**src/rtl/otter_pipe_ctrl.sv**
```systemverilog
// otter_pipe_ctrl: pipeline control for the 5-stage OTTER core.
// Tracks per-stage valid bits and a shadow of each in-flight instruction's
// register usage. It produces the stall, flush and bubble controls, the EX
// operand-forwarding selects, the write-back enable and saturating
// stall/flush event counters.
module otter_pipe_ctrl #(
  parameter int ADDR_W = 5,
  parameter int FWD_EN = 1,
  parameter int CNT_W  = 16
) (
  input  logic              CLK,
  input  logic              RESET_N,
  input  logic [ADDR_W-1:0] DE_RS1,
  input  logic [ADDR_W-1:0] DE_RS2,
  input  logic              DE_RS1_USED,
  input  logic              DE_RS2_USED,
  input  logic [ADDR_W-1:0] DE_RD,
  input  logic              DE_REG_WRITE,
  input  logic              DE_MEM_READ,
  input  logic              DE_MEM_ACCESS,
  input  logic              EX_BRANCH_TAKEN,
  input  logic              MEM_READY,
  input  logic              CNT_CLR,
  output logic              STALL_PC,
  output logic              STALL_IF,
  output logic              STALL_DE,
  output logic              STALL_EX,
  output logic              STALL_MEM,
  output logic              IF_DE_VALID,
  output logic              DE_EX_VALID,
  output logic              EX_MEM_VALID,
  output logic              MEM_WB_VALID,
  output logic [1:0]        FWD_A,
  output logic [1:0]        FWD_B,
  output logic              WB_WE,
  output logic              LOAD_USE,
  output logic [CNT_W-1:0]  STALL_CNT,
  output logic [CNT_W-1:0]  FLUSH_CNT
);

  localparam bit FWD_ON = (FWD_EN != 0);

  // Stage valid bits
  logic r_if_de_vld, r_de_ex_vld, r_ex_mem_vld, r_mem_wb_vld;

  // Shadow of the instruction in EX
  logic [ADDR_W-1:0] r_ex_rs1, r_ex_rs2, r_ex_rd;
  logic              r_ex_rs1_used, r_ex_rs2_used;
  logic              r_ex_rw, r_ex_mr, r_ex_ma;

  // Shadow of the instruction in MEM
  logic [ADDR_W-1:0] r_mem_rd;
  logic              r_mem_rw, r_mem_mr, r_mem_ma;

  // Shadow of the instruction in WB
  logic [ADDR_W-1:0] r_wb_rd;
  logic              r_wb_rw;

  logic [CNT_W-1:0]  r_stall_cnt, r_flush_cnt;

  logic w_memstall, w_flush;
  logic w_ex_hit, w_mem_hit;
  logic w_lu_raw, w_raw_ex, w_raw_mem, w_hazard;
  logic w_de_stall;
  logic w_mem_fwd_ok, w_wb_fwd_ok;

  // Saturating increment: sticks at all-ones
  function automatic logic [CNT_W-1:0] sat_inc(input logic [CNT_W-1:0] cnt);
    return (&cnt) ? cnt : cnt + {{(CNT_W-1){1'b0}}, 1'b1};
  endfunction

  // MEM result beats WB result; rd==0 and unused sources never forward
  function automatic logic [1:0] fwd_sel(
    input logic              used,
    input logic [ADDR_W-1:0] src,
    input logic              mem_ok,
    input logic [ADDR_W-1:0] mem_rd,
    input logic              wb_ok,
    input logic [ADDR_W-1:0] wb_rd
  );
    if (!used)                      return 2'b00;
    else if (mem_ok && src == mem_rd) return 2'b01;
    else if (wb_ok && src == wb_rd)   return 2'b10;
    else                            return 2'b00;
  endfunction

  // A pending data-memory access in MEM freezes the whole pipe
  assign w_memstall = r_ex_mem_vld & r_mem_ma & ~MEM_READY;
  // Redirect only once EX is free to move; a frozen branch retries on release
  assign w_flush    = r_de_ex_vld & EX_BRANCH_TAKEN & ~w_memstall;

  assign w_ex_hit  = (DE_RS1_USED && DE_RS1 == r_ex_rd) ||
                     (DE_RS2_USED && DE_RS2 == r_ex_rd);
  assign w_mem_hit = (DE_RS1_USED && DE_RS1 == r_mem_rd) ||
                     (DE_RS2_USED && DE_RS2 == r_mem_rd);

  assign w_lu_raw  = r_if_de_vld & r_de_ex_vld & r_ex_mr & (r_ex_rd != '0) & w_ex_hit;
  assign w_raw_ex  = r_if_de_vld & r_de_ex_vld & r_ex_rw & (r_ex_rd != '0) & w_ex_hit;
  assign w_raw_mem = r_if_de_vld & r_ex_mem_vld & r_mem_rw & (r_mem_rd != '0) & w_mem_hit;

  // Without forwarding, any EX/MEM producer blocks DE; the write-first
  // register file already covers a WB producer.
  assign w_hazard   = FWD_ON ? w_lu_raw : (w_raw_ex | w_raw_mem);
  assign w_de_stall = w_hazard & ~w_flush & ~w_memstall;

  assign LOAD_USE  = w_de_stall & w_lu_raw;
  assign STALL_PC  = w_memstall | w_de_stall;
  assign STALL_IF  = w_memstall | w_de_stall;
  assign STALL_DE  = w_memstall | w_de_stall;
  assign STALL_EX  = w_memstall;
  assign STALL_MEM = w_memstall;

  // A load result is not available from MEM, only once it reaches WB
  assign w_mem_fwd_ok = r_ex_mem_vld & r_mem_rw & ~r_mem_mr & (r_mem_rd != '0);
  assign w_wb_fwd_ok  = r_mem_wb_vld & r_wb_rw & (r_wb_rd != '0);

  assign FWD_A = (FWD_ON && r_de_ex_vld) ?
                 fwd_sel(r_ex_rs1_used, r_ex_rs1, w_mem_fwd_ok, r_mem_rd, w_wb_fwd_ok, r_wb_rd) :
                 2'b00;
  assign FWD_B = (FWD_ON && r_de_ex_vld) ?
                 fwd_sel(r_ex_rs2_used, r_ex_rs2, w_mem_fwd_ok, r_mem_rd, w_wb_fwd_ok, r_wb_rd) :
                 2'b00;

  assign WB_WE        = r_mem_wb_vld & r_wb_rw;
  assign IF_DE_VALID  = r_if_de_vld;
  assign DE_EX_VALID  = r_de_ex_vld;
  assign EX_MEM_VALID = r_ex_mem_vld;
  assign MEM_WB_VALID = r_mem_wb_vld;
  assign STALL_CNT    = r_stall_cnt;
  assign FLUSH_CNT    = r_flush_cnt;

  // Advance valid bits and shadow state; memstall freezes, flush/hazard insert bubbles
  always_ff @(posedge CLK or negedge RESET_N) begin
    if (!RESET_N) begin
      r_if_de_vld   <= 1'b0;
      r_de_ex_vld   <= 1'b0;
      r_ex_mem_vld  <= 1'b0;
      r_mem_wb_vld  <= 1'b0;
      r_ex_rs1      <= '0;
      r_ex_rs2      <= '0;
      r_ex_rd       <= '0;
      r_ex_rs1_used <= 1'b0;
      r_ex_rs2_used <= 1'b0;
      r_ex_rw       <= 1'b0;
      r_ex_mr       <= 1'b0;
      r_ex_ma       <= 1'b0;
      r_mem_rd      <= '0;
      r_mem_rw      <= 1'b0;
      r_mem_mr      <= 1'b0;
      r_mem_ma      <= 1'b0;
      r_wb_rd       <= '0;
      r_wb_rw       <= 1'b0;
    end else if (w_memstall) begin
      r_mem_wb_vld  <= 1'b0;
    end else begin
      r_if_de_vld   <= ~w_flush;
      r_de_ex_vld   <= r_if_de_vld & ~w_flush & ~w_de_stall;
      r_ex_mem_vld  <= r_de_ex_vld;
      r_mem_wb_vld  <= r_ex_mem_vld;
      r_ex_rs1      <= DE_RS1;
      r_ex_rs2      <= DE_RS2;
      r_ex_rd       <= DE_RD;
      r_ex_rs1_used <= DE_RS1_USED;
      r_ex_rs2_used <= DE_RS2_USED;
      r_ex_rw       <= DE_REG_WRITE;
      r_ex_mr       <= DE_MEM_READ;
      r_ex_ma       <= DE_MEM_ACCESS;
      r_mem_rd      <= r_ex_rd;
      r_mem_rw      <= r_ex_rw;
      r_mem_mr      <= r_ex_mr;
      r_mem_ma      <= r_ex_ma;
      r_wb_rd       <= r_mem_rd;
      r_wb_rw       <= r_mem_rw;
    end
  end

  // Stall-cycle and flush-event counters; clear wins over increment
  always_ff @(posedge CLK or negedge RESET_N) begin
    if (!RESET_N) begin
      r_stall_cnt <= '0;
      r_flush_cnt <= '0;
    end else if (CNT_CLR) begin
      r_stall_cnt <= '0;
      r_flush_cnt <= '0;
    end else begin
      if (STALL_PC) r_stall_cnt <= sat_inc(r_stall_cnt);
      if (w_flush)  r_flush_cnt <= sat_inc(r_flush_cnt);
    end
  end

endmodule

```
**config.mk**
```make
export PLATFORM = sky130hd
export DESIGN_NAME = otter_pipe_ctrl
export DESIGN_NICKNAME = d
export VERILOG_FILES = /design/src/rtl/otter_pipe_ctrl.sv
export SDC_FILE = /design/constraint.sdc
export NUM_CORES = 1
export LEC_CHECK = 0
export BUFFER_PORTS_ARGS = -buffer_cell sky130_fd_sc_hd__buf_2
export CAP_MARGIN = 5
export CORE_MARGIN = 5
export CORE_UTILIZATION = 55
export DETAILED_ROUTE_END_ITERATION = 6
export PLACE_DENSITY = 0.84
export SETUP_SLACK_MARGIN = 0.3
export SLEW_MARGIN = 20
export SYNTH_ARGS = -nofsm -noshare
export SYNTH_HDL_FRONTEND = slang
export SYNTH_SLANG_ARGS = --single-unit
```
**constraint.sdc**
```tcl
create_clock -name CLK -period 2.3 [get_ports CLK]
set_clock_uncertainty 0.05 [all_clocks]
set_input_delay 0.23 -clock CLK [delete_from_list [all_inputs] [get_ports CLK]]
set_output_delay 0.23 -clock CLK [all_outputs]
set_load 0.005 [all_outputs]
```
* Yosys cells after proc, flatten, opt, wreduce, memory -nomap -nowiden
Index checks and enable logic that the tools add are counted. Widths: inputs -> output; s select.
Word-level totals: bits in registers 70, input bits 25, output and inout bits 47
Cells by class: $add $sub $neg 2, equality and inequality tests 8, multiplexer cells 15, bitwise operators 24, reduce and logical (&&, ||, !) cells 16
Operators with widths (count):
- $mux 16 | 6
- $add 16x1->16 const B | 2
- $reduce_and 16->1 | 2
- $eq 5x5->1 | 6
- $and 1x1->1 | 18
- $mux 2 | 8
- $reduce_bool 5->1 | 3
- $logic_and 1x1->1 | 6
- $not 1->1 | 5
- $ne 2x2->1 const B | 2
- $reduce_and 2->1 | 2
- $reduce_bool 2->1 | 2
- $logic_or 1x1->1 | 1
- $mux 1 | 1
- $or 1x1->1 | 1

* Logic depth before layout (Yosys ltp)
Gate-level depths: netlist of run 1.
word-level depth 10, gate-level depth with buffers 8

* Worst setup path after synthesis of run 1
Ideal clock, no wire load.
path kind flip-flop to output port, start register r_ex_rd[1], end output STALL_IF, arrival 1.848 ns, required time 2.020 ns, slack 0.172 ns, stages on the path, launching flop included 8, buffers on the path 2, cells stage by stage dfrtp_1 -> or3_1 -> o311a_1 -> and3_4 -> a21oi_4 -> buf_2 -> inv_1 -> buf_4
On the way: cells in the longest elaborated chain, start to end 7, elaborated cells between the ends (all ways) 11, classes of those cells eq/ne (2); bitwise (5); reduce/logical (4)
Ends and longest elaborated chain:
- from (decl) | RTL line 47 | logic [ADDR_W-1:0] r_ex_rs1, r_ex_rs2, r_ex_rd;
- from (signal assigned) | RTL line 141 | r_ex_rd <= '0;
- from (signal assigned) | RTL line 162 | r_ex_rd <= DE_RD;
- $eq 5x5->1, on equally long branches | RTL line 92, 93
- $logic_and 1x1->1, on equally long branches | RTL line 92, 93
- $logic_or 1x1->1 | RTL line 92 | assign w_ex_hit = (DE_RS1_USED && DE_RS1 == r_ex_rd) ||
- $and 1x1->1 (*) | RTL line 97 | assign w_lu_raw = r_if_de_vld & r_de_ex_vld & r_ex_mr & (r_ex_rd != '0) & w_ex_hit;
- $and 1x1->1 (*) (2 in a row) | RTL line 104 | assign w_de_stall = w_hazard & ~w_flush & ~w_memstall;
- $or 1x1->1 (*)
- to (decl) | RTL line 25 | output logic STALL_IF,
Every way passes the cells marked *; elsewhere a longest branch is shown, timed or not.

* Final worst setup path of run 1
start register r_ex_rd[1], end output STALL_IF
On the way: cells in the longest elaborated chain, start to end 7, elaborated cells between the ends (all ways) 11, classes of those cells eq/ne (2); bitwise (5); reduce/logical (4)
Ends and longest elaborated chain:
- $eq 5x5->1, on equally long branches | RTL line 92, 93
- $logic_and 1x1->1, on equally long branches | RTL line 92, 93
- $logic_or 1x1->1 | RTL line 92
- $and 1x1->1 (*) | RTL line 97
- $and 1x1->1 (*) (2 in a row) | RTL line 104
- $or 1x1->1 (*) | RTL line 108 | assign STALL_IF = w_memstall | w_de_stall;
Marks and branches as above.

==> results.md, run 1 <==
- Yosys Warn Count: 0
- Worst-margin pin slew: 0.7173 ns
- Worst slack at placement: 0.07663 ns
- Routed WL: 10.21 mm
- Critical path peak fanout: 3
- Hold Violations, Final: 0
- Critical path startpoint category: register
- Minimum clock period: 2.312 ns
- Failing checks: setup timing
- CP max-delay cell: dfrtp_1
- Die area: 8074 um^2
- GRT Total Usage: 0.2413
- Share of cells above drive strength 1: 0.3354
- Multi-input logic area: 1957 um^2
- Total Neg Setup Slack: -0.03439 ns
- Die Height: 89.86 um
- Fill count: 412
- CTS root buf: clkbuf_8
- DRC errors left: 0
- Final Core Density: 0.7520
- Unique masters post-synth: 37
- TritonCTS clock tree: done
- Kind of end point of the critical path: output port
- Vias: 3228
- PortBufs: 71
- Post-synthesis average cell area: 8.993 um^2
- Starting Density: 0.5587
- Die X: 89.86 um
- TritonCTS buffer count: 9
- Seq. cell area: 1755 um^2
- Synthesized Nets: 417
- Largest net degree at the start of global routing: 41
- Placer Congestion: 0.8430
- HP Class: in -> reg
- Starting DRT DRC Count: 191
- Core ar.: 6277 um^2
- Post-Syn Area: 3507 um^2
- CP Data Required Time: 2.02 ns
- Crit Path Category: reg -> out
- Antenna viol nets, final: 0
- HPWL after detailed placement: 5.862 mm
- Initial antenna violation count: 0
- Synthesized instance count: 390
- Clock edge transition at the registers on the reported setup and hold paths: 0.08 ns
- RSZ-0062 raised after global routing: true
- Peak supply drop: 0.5069 mV
- Area delta synth->final: 34.61%
- Antenna diodes: 0
- Post-synthesis register bit count: 70
- Most used DFF post-synth: dfrtp_1
- Avg WL per Cell: 17.85 um
- Pre-antenna DRT Iters: 4
- GR Overflow Total: 0
- First-pass GRT wire length: 15.76 mm
- Asr flop ratio synth: 1.000
- PwrDens: 862.8 nW/um^2
- Post-synth EDFFs: 0
- CP peak stage delay: 0.40 ns
- Outcome: finished with violations
- Row cnt: 29
- Max Slew Vio Count: 0
- Slew HR: 0.5218
- Fin crit share: 1.005
- Fmax: 432.5 MHz
- Net count, final: 518
- Setup WS post-layout: -0.01208 ns
- Seq/Total Area, Yosys: 0.4995
- Setup Viol. Count Final: 3
- WP buf/inv: 3
- Leak: 2.268 nW
- Via/cell ratio: 5.643
- Max_cap viols: 0
- CP arrival: 2.03 ns
- Top Ports: 72
- CTS max path bufs: 2
- Clock latency on the worst-skew pair: 0.34 ns
- H-tree Lvls: 3
- Critical Path, Cell by Cell: or3_1 -> o311a_1 -> and3_4 -> a21oi_4 -> buf_6 -> inv_4 -> buf_2
- Critical path's top delay family: simple AND/OR/NAND/NOR gates
- Vias in the first global route: 3224
- Clock sink count: 70
[worst register-to-register path, delay by kind of cell, from the launching register on]
| family | cells | cell delay, ns |
|---|---|---|
| compound gates | 2 | 0.36 |
| xor+xnor | 2 | 0.29 |
| buf+inv | 3 | 0.44 |
| flops | 1 | 0.40 |
| simple gates | 3 | 0.59 |
[registers in the layout, indices dropped and copies added (netlist names), 5 cells and up]
name	cells
FLUSH_CNT	16
STALL_CNT	16
r_ex_rd	5
r_ex_rs1	5
r_ex_rs2	5
r_mem_rd	5
r_wb_rd	5
[final cells by class]
cell class                      instances  share of cell area
Multi-Input combinational cell        298              0.4145
Sequential cell                        70              0.3719
Timing Repair Buffer                  108              0.1532
Clock buffer                           14             0.03446
Tap cell                               77             0.02041
Inverter                                4            0.004506
Clock inverter                          1            0.001060
[path summary, 6_finish.rpt]
kind	from	to	cells after the start	slack (ns)
hold reg to reg	r_wb_rw	r_wb_rw	2	0.41
max in group asynchronous	RESET_N	STALL_CNT[5]	3	1.09
hold / removal	DE_RD[2]	r_ex_rd[2]	3	0.04
min in group asynchronous	RESET_N	r_ex_rs2[2]	2	0.43
setup / recovery	r_ex_rd[1]	STALL_IF	7	-0.01
setup reg to reg	r_ex_rd[1]	STALL_CNT[2]	10	0.03
[layout by cell type (no fill, tap or decap), drive strengths merged, types with 6 or more instances in the layout]
| cell | netlist | layout |
|---|---|---|
| nor4 | 6 | 6 |
| dfrtp | 70 | 70 |
| and3 | 9 | 9 |
| or3 | 6 | 6 |
| nand2 | 117 | 117 |
| nand4 | 11 | 11 |
| clkbuf | 9 | 15 |
| xor2 | 21 | 21 |
| o21ai | 8 | 8 |
| nor2 | 34 | 34 |
| buf | 9 | 106 |
| a21oi | 7 | 7 |
| nor3 | 9 | 9 |
| xnor2 | 33 | 33 |
| nand3 | 12 | 12 |
[metrics by stage]
| stage | hold slack (ns) | cell area, um^2 | std cells | power (W) |
|---|---|---|---|---|
| 3_5_place_dp | 0.2704 | 3958 | 529 | 0.002752 |
| 3_3_place_gp | 0.2696 | 3958 | 529 | 0.002701 |
| 2_1_floorplan | -0.1156 | 3510 | 390 | 0.002411 |
| 6_report | 0.04233 | 4721 | 572 | 0.004073 |
| 5_1_grt | 0.04484 | 4721 | 572 | 0.004290 |
| 4_1_cts | 0.03719 | 4517 | 562 | 0.003883 |
[Yosys cell counts (3+ instances only)]
| library cell | n | share of area |
|---|---|---|
| nand2_1 | 117 | 0.13 |
| dfrtp_1 | 70 | 0.50 |
| nor2_1 | 34 | 0.036 |
| xnor2_1 | 33 | 0.082 |
| xor2_1 | 21 | 0.052 |
| nand3_1 | 12 | 0.017 |
| nand4_1 | 11 | 0.020 |
| clkbuf_1 | 9 | 0.0096 |
| nor3_1 | 9 | 0.013 |
| and3_1 | 8 | 0.014 |
| o21ai_0 | 8 | 0.011 |
| a21oi_1 | 6 | 0.0086 |
| nor4_1 | 6 | 0.011 |
| or3_1 | 6 | 0.011 |
| buf_1 | 4 | 0.0043 |
| inv_1 | 4 | 0.0043 |
| and2_1 | 3 | 0.0054 |
| buf_4 | 3 | 0.0064 |
| nand2b_1 | 3 | 0.0054 |
[power breakdown]
part           switching [W]  total [W]  internal (W)  leakage, nW
clock network       0.000444   0.000889      0.000445       0.0865
logic               0.000747    0.00142      0.000675         1.29
registers           0.000286    0.00176       0.00148        0.892
[cell families after synthesis]
| kind of cell | count (synthesis) | share of synthesized area |
|---|---|---|
| flops | 70 | 0.4995 |
| compound gates | 20 | 0.03746 |
| fa+ha+maj | 2 | 0.007134 |
| mux | 2 | 0.007134 |
| buf+inv | 22 | 0.02747 |
| xor+xnor | 54 | 0.1349 |
| simple gates | 220 | 0.2865 |
[layer usage]
layer | part of all wire | GRT usage | routed length (um) | vias up
li1 | - | - | - | 1477
met1 | 0.38 | 0.2853 | 3895 | 1577
met2 | 0.51 | 0.4073 | 5226 | 138
met3 | 0.071 | 0.05426 | 721 | 36
met4 | 0.036 | 0.1290 | 369 | 0
met5 | 0 | 0 | 0 | -
[what timing repair did]
item | 4_1_cts | 5_1_grt
cloned | 0 | 1
endpoints found under the setup margin | 30 | 34
pin swaps | 18 | 16
hold endpoints to repair | 30 | 0
setup buffers | 17 | 9
gates resized for setup | 52 | 25
hold buffers | 1 | 0
(Power assumes the default switching activity.)
==> run 2: changes to the inputs <==
--- a/config.mk
+++ b/config.mk
@@ -8,9 +8,10 @@
 export BUFFER_PORTS_ARGS = -buffer_cell sky130_fd_sc_hd__buf_2
 export CAP_MARGIN = 5
 export CORE_MARGIN = 5
-export CORE_UTILIZATION = 55
+export CORE_UTILIZATION = 59
+export CTS_BUF_LIST = sky130_fd_sc_hd__clkbuf_16
 export DETAILED_ROUTE_END_ITERATION = 6
-export PLACE_DENSITY = 0.84
+export PLACE_DENSITY = 0.89
 export SETUP_SLACK_MARGIN = 0.3
 export SLEW_MARGIN = 20
 export SYNTH_ARGS = -nofsm -noshare
==> constraint.sdc (replaced) <==
create_clock -name CLK -period 2.7 [get_ports CLK]
set_clock_uncertainty 0.05 [all_clocks]
set_input_delay 0.27 -clock CLK [delete_from_list [all_inputs] [get_ports CLK]]
set_output_delay 0.27 -clock CLK [all_outputs]
set_load 0.005 [all_outputs]
==> results.md, run 2 (synthesis gave the netlist of run 1 again) <==
- GR Overflow Total: 0 (unchanged)
- HPWL after detailed placement: 5.887 mm (was 5.862 mm)
- Slew HR: 0.6035 (was 0.5218)
- Hold Violations, Final: 0 (unchanged)
- Most common cell after layout, fill and taps aside: nand2_1 (unchanged)
- Worst r2r dst: STALL_CNT[10] (was STALL_CNT[2])
- Pre-antenna DRT Iters: 5 (was 4)
- Fill count: 432 (was 412)
- Largest net degree at the start of global routing: 71 (was 41)
- Total Neg Setup Slack: 0 ns (was -0.03439 ns)
- TritonCTS clock tree: done (unchanged)
- PwrDens: 815.9 nW/um^2 (was 862.8 nW/um^2)
- Minimum clock period: 2.324 ns
- Area delta synth->final: 22.55% (was 34.61%)
- Most frequent cells in the layout: nand2_1, buf_2, dfrtp_1 (unchanged)
- FF-to-FF path depth: 9 (was 10)
- Non-filler cells, final: 544 (was 572)
- CP startpoint: r_ex_rd[1] (unchanged)
- Net count, final: 491 (was 518)
- Die area: 7586 um^2 (was 8074 um^2)
- Placed cell count: 523 (was 529)
- Critical path startpoint category: register (unchanged)
- Kind of end point of the critical path: output port (unchanged)
- Worst hold slack: 0.09434 ns (was 0.04233 ns)
- Clock sink count: 70 (unchanged)
- Vias in the first global route: 3011 (was 3224)
- Critical path peak fanout: 5 (was 3)
- CP Data Required Time: 2.38 ns (was 2.02 ns)
- TritonCTS buffer count: 9 (unchanged)
- HP Class: in -> reg (unchanged)
- Core ar.: 5851 um^2 (was 6277 um^2)
- Antenna viol nets, final: 0 (unchanged)
- R2R Path Start: r_ex_rd[1] (unchanged)
- Clock latency on the worst-skew pair: 0.33 ns (was 0.34 ns)
- CTS max path bufs: 2 (unchanged)
- Peak supply drop: 0.5730 mV (was 0.5069 mV)
- Max Slew Vio Count: 0 (unchanged)
- Initial antenna violation count: 0 (unchanged)
- Via/cell ratio: 5.485 (was 5.643)
- Share of cells above drive strength 1: 0.2281 (was 0.3354)
- Overall Power: 0.003507 W (was 0.004073 W)
- Flop-to-flop setup slack: 0.41 ns (was 0.03 ns)
- Clock edge transition at the registers on the reported setup and hold paths: 0.06 ns (was 0.08 ns)
- Starting DRT DRC Count: 175 (was 191)
- Placer Congestion: 0.8480 (was 0.8430)
- Starting Density: 0.5994 (was 0.5587)
- Fmax: 430.3 MHz
- PortBufs: 71 (unchanged)
- Top Ports: 72 (unchanged)
- Max_cap viols: 0 (unchanged)
- CTS root buf: clkbuf_16 (was clkbuf_8)
- Fin crit share: 0.8608
- Die X: 87.10 um (was 89.86 um)
- Die Height: 87.10 um (was 89.86 um)
- H-tree Lvls: 3 (unchanged)
- CP arrival: 2.00 ns (was 2.03 ns)
- DRC errors left: 0 (unchanged)
- Leak: 2.102 nW (was 2.268 nW)
- Vias: 2984 (was 3228)
- First-pass GRT wire length: 14.12 mm (was 15.76 mm)
- Routed WL: 8.514 mm (was 10.21 mm)
- Setup Viol. Count Final: 0 (was 3)
- Row cnt: 28 (was 29)
- Avg WL per Cell: 15.65 um (was 17.85 um)
- Multi-input logic area: 1699 um^2 (was 1957 um^2)
- Worst-margin pin slew: 0.5948 ns (was 0.7173 ns)
- RSZ-0062 raised after global routing: true (unchanged)
- GRT Total Usage: 0.2393 (was 0.2413)
- Seq. cell area: 1753 um^2 (was 1755 um^2)
- Outcome: finished, final reports clean (was finished with violations)
- Antenna diodes: 0 (unchanged)
- Worst setup endpoint: STALL_IF (unchanged)
- Crit Path Category: reg -> out (unchanged)
[run 2: changes by cell type in the layout (fill, tap and decap cells not counted), sizes merged]
| cell | before | now |
|---|---|---|
| buf | 106 | 80 |
| bufinv | 0 | 1 |
| clkbuf | 15 | 9 |
| clkinv | 1 | 4 |
| inv | 3 | 5 |
[run 2: layout make-up]
cell class                 count  share of cell area
sequential                    70              0.4079
multi-input combinational    298              0.3953
timing repair buffer          81              0.1036
clock buffer                   9             0.05240
tap                           75             0.02183
clock inverter                 7             0.01543
inverter                       4            0.003493
[run 2: timing repair]
item                                    CTS  global route
setup buffers                             1             3
pin swaps                                 1             1
hold buffers                              1             0
endpoints found under the setup margin    3            12
endpoints found under the hold margin    70             0
gates resized for setup                   1             9
[run 2: critical path, cell delays in order (launching register included)]
cell     delay (ns)
dfrtp_2        0.44
or3_1          0.38
o311a_1        0.29
and3_4         0.19
a21oi_4        0.19
inv_2          0.06
buf_2          0.13
[run 2: how the worst min path moves through the flow]
| stage | startpoint | to | slack (ns) | cells after the start |
|---|---|---|---|---|
| finish | DE_REG_WRITE | r_ex_rw | 0.09 | 3 |
| global route | DE_REG_WRITE | r_ex_rw | 0.09 | 3 |
| CTS | DE_REG_WRITE | r_ex_rw | 0.08 | 3 |
| detailed placement | RESET_N | r_ex_rs1[2] | 0.27 | 2 |
| global placement | RESET_N | r_wb_rd[1] | 0.27 | 2 |
| floorplan | RESET_N | DE_EX_VALID | -0.08 | 0 |
[run 2: report_power, final]
group          internal, W  switching (W)
combinational     0.000394       0.000452
clock             0.000707       0.000431
sequential         0.00126       0.000264
[run 2: metrics by stage]
| step | setup WS [ns] | util | instance area [um^2] |
|---|---|---|---|
| floorplan | 0.5318 | - | 3507 |
| global placement | 0.4557 | 0.6709 | 3925 |
| detailed placement | 0.3832 | 0.6709 | 3925 |
| CTS | 0.3109 | 0.7239 | 4235 |
| global route | 0.2692 | 0.7346 | 4298 |
| finish | 0.3759 | 0.7346 | 4298 |
[run 2: layer usage]
| layer | wire [um] | vias up | global-route usage |
|---|---|---|---|
| li1 | - | 1431 | - |
| met1 | 3467 | 1443 | 0.2934 |
| met2 | 4416 | 96 | 0.4113 |
| met3 | 499 | 14 | 0.06623 |
| met4 | 131 | 0 | 0.07252 |
| met5 | 0 | - | 0 |
